$ cat src/rtl/vga_pkg.sv
// Shared types for the VGA capture path: geometry defaults, pixel word, capture FSM states.
package vga_pkg;

    localparam int H_ACTIVE_DEFAULT = 640;
    localparam int V_ACTIVE_DEFAULT = 480;

    // One captured pixel; rgb packed {B,G,R} with R in [7:0].
    typedef struct packed {
        logic [9:0]  x;
        logic [9:0]  y;
        logic [23:0] rgb;
    } pixel_t;

    typedef enum logic {
        HUNT   = 1'b0,
        LOCKED = 1'b1
    } capture_state_e;

    // Increment that sticks at the top of the 10-bit range.
    function automatic logic [9:0] sat_inc(input logic [9:0] v);
        return (v == 10'h3FF) ? v : v + 10'd1;
    endfunction

endpackage

$ cat src/rtl/vga_frame_capture_if.sv
// Captured pixel stream.
// Handshake: a beat transfers on a clk50 rising edge where pix_valid & pix_ready are both 1;
// while pix_valid is 1 and pix_ready is 0, pix_x/pix_y/pix_rgb hold their value; pix_valid
// never depends on pix_ready.
interface vga_frame_capture_if;

    logic        pix_valid;
    logic        pix_ready;
    logic [9:0]  pix_x;
    logic [9:0]  pix_y;
    logic [23:0] pix_rgb;

    modport master (output pix_valid, pix_x, pix_y, pix_rgb, input pix_ready);
    modport slave  (input pix_valid, pix_x, pix_y, pix_rgb, output pix_ready);

endinterface

$ cat src/rtl/vga_frame_capture_pixel_fifo.sv
// Small synchronous FIFO of pixel words; a push while full is dropped and reported.
module pixel_fifo
    import vga_pkg::*;
#(
    parameter int DEPTH = 4
) (
    input  logic   clk50,
    input  logic   reset,
    input  logic   push,
    input  pixel_t din,
    input  logic   pop,
    output pixel_t dout,
    output logic   full,
    output logic   empty,
    output logic   dropped
);

    localparam int AW = (DEPTH > 1) ? $clog2(DEPTH) : 1;

    pixel_t        mem [DEPTH];
    logic [AW-1:0] wr_ptr;
    logic [AW-1:0] rd_ptr;
    logic [AW:0]   count;
    logic          do_push;
    logic          do_pop;

    assign empty   = (count == '0);
    assign full    = (count == (AW+1)'(DEPTH));
    assign do_pop  = pop & ~empty;
    // A pop in the same cycle frees the slot, so a full FIFO still accepts.
    assign do_push = push & (~full | do_pop);
    assign dropped = push & full & ~do_pop;
    // Head reads as zero when empty so the stream outputs are clean after reset.
    assign dout    = empty ? '0 : mem[rd_ptr];

    // Storage write; no reset needed, contents are qualified by count.
    always_ff @(posedge clk50) begin
        if (do_push) mem[wr_ptr] <= din;
    end

    // Pointer and occupancy tracking.
    always_ff @(posedge clk50 or posedge reset) begin
        if (reset) begin
            wr_ptr <= '0;
            rd_ptr <= '0;
            count  <= '0;
        end else begin
            if (do_push) wr_ptr <= wr_ptr + 1'b1;
            if (do_pop)  rd_ptr <= rd_ptr + 1'b1;
            case ({do_push, do_pop})
                2'b10:   count <= count + 1'b1;
                2'b01:   count <= count - 1'b1;
                default: count <= count;
            endcase
        end
    end

endmodule

$ cat src/rtl/vga_frame_capture.sv
// VGA receiver/checker: recovers (x,y) from the sampled VGA bus, streams active pixels
// through a FIFO and flags line/frame geometry errors.
module vga_frame_capture
    import vga_pkg::*;
#(
    parameter int H_ACTIVE   = H_ACTIVE_DEFAULT,
    parameter int V_ACTIVE   = V_ACTIVE_DEFAULT,
    parameter int FIFO_DEPTH = 4
) (
    input  logic                clk50,
    input  logic                reset,
    input  logic                vga_clk,
    input  logic                vga_hs,
    input  logic                vga_vs,
    input  logic                vga_blank_n,
    input  logic [7:0]          vga_r,
    input  logic [7:0]          vga_g,
    input  logic [7:0]          vga_b,
    input  logic                clr_status,
    vga_frame_capture_if.master pix,
    output logic                frame_start,
    output logic                locked,
    output logic                line_err,
    output logic                frame_err,
    output logic                overflow,
    output capture_state_e      capture_state
);

    logic           s1_clk, s1_hs, s1_vs, s1_blank_n;
    logic [23:0]    s1_rgb;
    logic           s2_clk, s2_hs, s2_vs;
    logic           pix_edge, hs_fall, vs_fall;

    capture_state_e state, state_next;
    logic [9:0]     col, row, col_next, row_next;
    logic           push, line_bad, frame_bad, fs_next;

    logic           wr_valid;
    pixel_t         wr_pix;
    pixel_t         head;
    logic           fifo_full, fifo_empty, fifo_dropped, pop;

    // Two register stages on the VGA bus: S1 is the sample, S2 the previous sample.
    always_ff @(posedge clk50 or posedge reset) begin
        if (reset) begin
            s1_clk <= 1'b0; s1_hs <= 1'b0; s1_vs <= 1'b0; s1_blank_n <= 1'b0;
            s1_rgb <= '0;
            s2_clk <= 1'b0; s2_hs <= 1'b0; s2_vs <= 1'b0;
        end else begin
            s1_clk <= vga_clk; s1_hs <= vga_hs; s1_vs <= vga_vs; s1_blank_n <= vga_blank_n;
            s1_rgb <= {vga_b, vga_g, vga_r};
            s2_clk <= s1_clk; s2_hs <= s1_hs; s2_vs <= s1_vs;
        end
    end

    assign pix_edge = s1_clk & ~s2_clk;
    assign hs_fall  = ~s1_hs & s2_hs;
    assign vs_fall  = ~s1_vs & s2_vs;

    // Next state, counters and error strobes; line handling precedes the frame check so a
    // coincident hs/vs fall checks the already-advanced row.
    always_comb begin
        state_next = state;
        col_next   = col;
        row_next   = row;
        push       = 1'b0;
        line_bad   = 1'b0;
        frame_bad  = 1'b0;
        fs_next    = 1'b0;
        if (state == HUNT) begin
            if (vs_fall) begin
                state_next = LOCKED;
                fs_next    = 1'b1;
                col_next   = '0;
                row_next   = '0;
            end
        end else begin
            if (pix_edge && s1_blank_n) begin
                push     = 1'b1;
                col_next = sat_inc(col);
            end
            if (hs_fall) begin
                if (col_next != '0) begin
                    line_bad = (col_next != 10'(H_ACTIVE));
                    row_next = sat_inc(row);
                end
                col_next = '0;
            end
            if (vs_fall) begin
                fs_next   = 1'b1;
                frame_bad = (row_next != 10'(V_ACTIVE));
                row_next  = '0;
                col_next  = '0;
                if (frame_bad) state_next = HUNT;
            end
        end
    end

    // FSM state, position counters, frame_start pulse and sticky status flags.
    always_ff @(posedge clk50 or posedge reset) begin
        if (reset) begin
            state       <= HUNT;
            col         <= '0;
            row         <= '0;
            frame_start <= 1'b0;
            line_err    <= 1'b0;
            frame_err   <= 1'b0;
            overflow    <= 1'b0;
        end else begin
            state       <= state_next;
            col         <= col_next;
            row         <= row_next;
            frame_start <= fs_next;
            line_err    <= (line_err  & ~clr_status) | line_bad;
            frame_err   <= (frame_err & ~clr_status) | frame_bad;
            overflow    <= (overflow  & ~clr_status) | fifo_dropped;
        end
    end

    // Write staging: the pixel word is latched one cycle before it enters the FIFO.
    always_ff @(posedge clk50 or posedge reset) begin
        if (reset) begin
            wr_valid <= 1'b0;
            wr_pix   <= '0;
        end else begin
            wr_valid <= push;
            wr_pix   <= {col, row, s1_rgb};
        end
    end

    pixel_fifo #(.DEPTH(FIFO_DEPTH)) u_fifo (
        .clk50   (clk50),
        .reset   (reset),
        .push    (wr_valid),
        .din     (wr_pix),
        .pop     (pop),
        .dout    (head),
        .full    (fifo_full),
        .empty   (fifo_empty),
        .dropped (fifo_dropped)
    );

    assign pop           = pix.pix_valid & pix.pix_ready;
    assign pix.pix_valid = ~fifo_empty;
    assign pix.pix_x     = head.x;
    assign pix.pix_y     = head.y;
    assign pix.pix_rgb   = head.rgb;
    assign locked        = (state == LOCKED);
    assign capture_state = state;

endmodule

$ cat src/flat_wrapper.sv
// flat-port wrapper written by rule: the top's interface ports become plain ports
module vga_frame_capture_flat import vga_pkg::*;
#(
    parameter int H_ACTIVE   = H_ACTIVE_DEFAULT,
    parameter int V_ACTIVE   = V_ACTIVE_DEFAULT,
    parameter int FIFO_DEPTH = 4
)
  (clk50, reset, vga_clk, vga_hs, vga_vs, vga_blank_n, vga_r, vga_g, vga_b, clr_status, frame_start, locked, line_err, frame_err, overflow, capture_state, pix_pix_valid, pix_pix_x, pix_pix_y, pix_pix_rgb, pix_pix_ready);
  vga_frame_capture_if pix_i ();
  input  logic clk50;
  input  logic reset;
  input  logic vga_clk;
  input  logic vga_hs;
  input  logic vga_vs;
  input  logic vga_blank_n;
  input  logic [7:0] vga_r;
  input  logic [7:0] vga_g;
  input  logic [7:0] vga_b;
  input  logic clr_status;
  output logic frame_start;
  output logic locked;
  output logic line_err;
  output logic frame_err;
  output logic overflow;
  output capture_state_e capture_state;
  output wire logic [$bits(pix_i.pix_valid)-1:0] pix_pix_valid;
  output wire logic [$bits(pix_i.pix_x)-1:0] pix_pix_x;
  output wire logic [$bits(pix_i.pix_y)-1:0] pix_pix_y;
  output wire logic [$bits(pix_i.pix_rgb)-1:0] pix_pix_rgb;
  input wire logic [$bits(pix_i.pix_ready)-1:0] pix_pix_ready;
  assign pix_pix_valid = pix_i.pix_valid;
  assign pix_pix_x = pix_i.pix_x;
  assign pix_pix_y = pix_i.pix_y;
  assign pix_pix_rgb = pix_i.pix_rgb;
  assign pix_i.pix_ready = pix_pix_ready;
  vga_frame_capture #(.H_ACTIVE(H_ACTIVE), .V_ACTIVE(V_ACTIVE), .FIFO_DEPTH(FIFO_DEPTH)) u_core (.clk50(clk50), .reset(reset), .vga_clk(vga_clk), .vga_hs(vga_hs), .vga_vs(vga_vs), .vga_blank_n(vga_blank_n), .vga_r(vga_r), .vga_g(vga_g), .vga_b(vga_b), .clr_status(clr_status), .pix(pix_i), .frame_start(frame_start), .locked(locked), .line_err(line_err), .frame_err(frame_err), .overflow(overflow), .capture_state(capture_state));
endmodule
$ cat config.mk
export PLATFORM = sky130hd
export DESIGN_NAME = vga_frame_capture_flat
export DESIGN_NICKNAME = d
export VERILOG_FILES = /design/src/rtl/vga_pkg.sv /design/src/rtl/vga_frame_capture_if.sv /design/src/rtl/vga_frame_capture_pixel_fifo.sv /design/src/rtl/vga_frame_capture.sv /design/src/flat_wrapper.sv
export SDC_FILE = /design/constraint.sdc
export NUM_CORES = 1
export LEC_CHECK = 0
export ABC_AREA = 0
export CORE_MARGIN = 8
export CORE_UTILIZATION = 60
export CTS_CLUSTER_SIZE = 24
export DETAILED_ROUTE_END_ITERATION = 16
export GPL_ROUTABILITY_DRIVEN = 0
export PLACE_DENSITY = 0.82
export SETUP_SLACK_MARGIN = 0.5
export SYNTH_ARGS = -nofsm -noshare
export SYNTH_HDL_FRONTEND = slang
export SYNTH_SLANG_ARGS = --single-unit
$ cat constraint.sdc
create_clock -name clk50 -period 10.3 [get_ports clk50]
set_input_delay 1.545 -clock clk50 [delete_from_list [all_inputs] [get_ports clk50]]
set_output_delay 1.545 -clock clk50 [all_outputs]
set_load 0.005 [all_outputs]
==> summary.txt <==
Run status
  • Status: completed

Placed design
  • Detailed placement HPWL: 11800 um
  • Pre-CTS WS: 6350 ps
  • DP Area: 0.0118 mm2
  • Placed cells: 900
  • Port bufs: 82

Clock tree
  • Total clock sinks: 284
  • Bufs on Longest Clock Path: 3
  • Skew-Pair Late Insertion Delay: 540 ps
  • TritonCTS buffer count: 29
  • H-Tree Depth: 1
  • Post-CTS Setup Bufs: 0
  • Root buf cell: clkbuf_16
  • Hold_buf cts: 0
  • Post-CTS Resized: 0
  • Clock slew at reported path FFs: 70 ps
  • CTS tree: yes

GRT
  • Vias in the first global route: 6115
  • Antenna violations before repair: 0
  • Total GRT Usage: 0.184
  • Pin count of the biggest net entering global routing: 74
  • First-pass GRT wire length: 32000 um
  • Grt ovf: 0

Routing
  • Residual DRC: 0
  • WL/cell: 21.0 um
  • Post-route ant nets: 0
  • Initial DRC Count: 412
  • WL final: 20000 um
  • Initial DRT Pass Iterations: 5
  • Via Count: 5618
  • Vias per cell: 5.90

Finish
  • Share of layout cells above drive strength 1: 0.157
  • Area Growth Syn to Fin: 18.5%
  • Fin area: 0.0127 mm2
  • Antenna diodes: 0
  • Post-Layout Cell Count: 953
  • Most frequent cells in the layout: 176 x edfxtp_1, 106 x dfrtp_1, 82 x clkdlybuf4s50_1, 45 x and2_1, 44 x mux4_2
  • Final core occ: 0.716
  • Fillers: 1091
  • Final #Nets: 742
  • Most common cell after layout, fill and taps aside: edfxtp_1

Timing
  • Final Cycle Share: 0.429
  • Setup violations, final: 0
  • Unrepaired setup endpoints after global routing: false
  • Final Slew Violations: 0
  • Final worst clock skew: 10.3 ps
  • WHS: 347 ps
  • Slew headroom: 0.216
  • Tmin final: 4420 ps
  • PnR worst setup slack: 5880 ps
  • TNS Setup: 0 ps
  • Final Hold Vio Count: 0
  • Slew @ Worst Pin: 1180 ps
  • Max Clk Rate: 0.226 GHz

Worst hold path
  • Worst Hold Path Cells: 0
  • Class of the worst hold path: reg2reg

Floorplanning
  • Row Count: 49
  • Initial Utilization: 0.604
  • Die Span Y: 150 um
  • CORE AREA: 0.0178 mm2
  • Die area: 0.0224 mm2
  • Die width: 150 um
  • Ports: 83

Pwr
  • Reg power frac: 0.441
  • PwrDens: 247 mW/mm2
  • Pwr Total: 3.14 mW
  • Pleak: 4.66 nW
  • Sw frac: 0.248
  • Comb pwr share: 0.228
  • VDD IR max: 0.000172 V
  • Switching power: 0.778 mW
  • Pint: 2.36 mW
  • Clock power share: 0.331

Logic synthesis
  • Number of synthesized flops with an enable pin: 176
  • Post-synth top flop: edfxtp_1
  • Post-Syn Area: 0.0107 mm2
  • Synth Net Count: 651
  • Asr flop ratio synth: 0.380
  • Synthesis-stage register bit count: 284
  • Distinct cells, synth: 58
  • Yosys Warn Count: 0
  • Syn Inst Count: 611
  • Synthesized area per cell: 17.6 um2
  • Seq/Total Area, Yosys: 0.743

Worst setup path
  • Reg2Reg Depth: 8
  • CP Capture Type: output port
  • Startpoint types: register
  • Critical Path RT: 8760 ps
  • CP max FO: 46
  • Setup CP Type: reg2out
  • WP data arrival: 2870 ps

Job
  • Maxcap violations: 0
path summary, 6_finish.rpt:
check	from	endpoint	slack, ps
worst min register to register	u_core.s1_rgb[15]	u_core.wr_pix[15]	350
worst min-delay path	u_core.s1_rgb[15]	u_core.wr_pix[15]	350
max in group asynchronous	reset	u_core.u_fifo.rd_ptr[0]	7510
worst max-delay path	u_core.u_fifo.rd_ptr[0]	pix_pix_x[0]	5880
worst max register to register	u_core.col[0]	u_core.row[2]	7430
min in group asynchronous	reset	u_core.row[9]	1380
per-layer routing:
metal,wire length (um),global-route usage
met1,7760,0.220
met2,10600,0.332
met3,1190,0.0387
met4,410,0.0495
met5,0,0
critical path, stage by stage, from the launching register on:
cell	delay [ps]
dfrtp_4	1040
mux4_2	590
and2_1	210
clkdlybuf4s50_1	470
power groups by stage:
stage / logic, mW / clock network [mW] / registers, mW
6_report: 0.717 / 1.04 / 1.38
5_1_grt: 0.776 / 1.11 / 1.40
4_1_cts: 0.733 / 1.06 / 1.39
3_5_place_dp: 0.723 / 0 / 1.41
3_3_place_gp: 0.706 / 0 / 1.41
2_1_floorplan: 0.450 / 0 / 1.30
flip-flops by register name, summed over array words and instances (netlist names), 2 cells and up:
signal / cells
u_core.u_fifo.mem: 176
u_core.wr_pix: 44
u_core.s1_rgb: 24
u_core.col: 10
u_core.row: 10
u_core.u_fifo.count: 3
u_core.u_fifo.rd_ptr: 2
u_core.u_fifo.wr_ptr: 2
kinds of logic after synthesis:
family | synth area share
buffers and inverters | 0.0190
AO/OA/AOI/OAI | 0.0416
adder cells (fa/ha/maj) | 0.0100
flip-flops | 0.743
AND/OR/NAND/NOR | 0.0803
XOR/XNOR | 0.00896
multiplexers | 0.0969
final cells by class:
type / count / area, um2 / share of cell area
Timing Repair Buffer: 88 / 866 / 0.0680
Inverter: 16 / 62.6 / 0.00491
Clock inverter: 17 / 180 / 0.0142
Sequential cell: 284 / 7990 / 0.628
Clock buffer: 36 / 782 / 0.0614
Tap cell: 229 / 287 / 0.0225
Multi-Input combinational cell: 283 / 2560 / 0.201
synth_stat cells (5+ instances only):
library cell | number | area, um2
a21oi_1 | 20 | 100
a31oi_1 | 6 | 37.5
and2_1 | 49 | 307
buf_1 | 5 | 18.8
clkbuf_1 | 16 | 60.1
dfrtp_1 | 108 | 2700
edfxtp_1 | 176 | 5290
ha_1 | 7 | 87.6
inv_1 | 16 | 60.1
mux2i_1 | 5 | 50.1
mux4_2 | 44 | 991
nand2_1 | 14 | 52.6
nand3_1 | 14 | 70.1
nor2_1 | 28 | 105
nor3_1 | 8 | 40.0
o21ai_0 | 10 | 50.1
or3_1 | 8 | 50.1
xor2_1 | 7 | 61.3
Note: power is estimated with default switching activity, not from simulation.
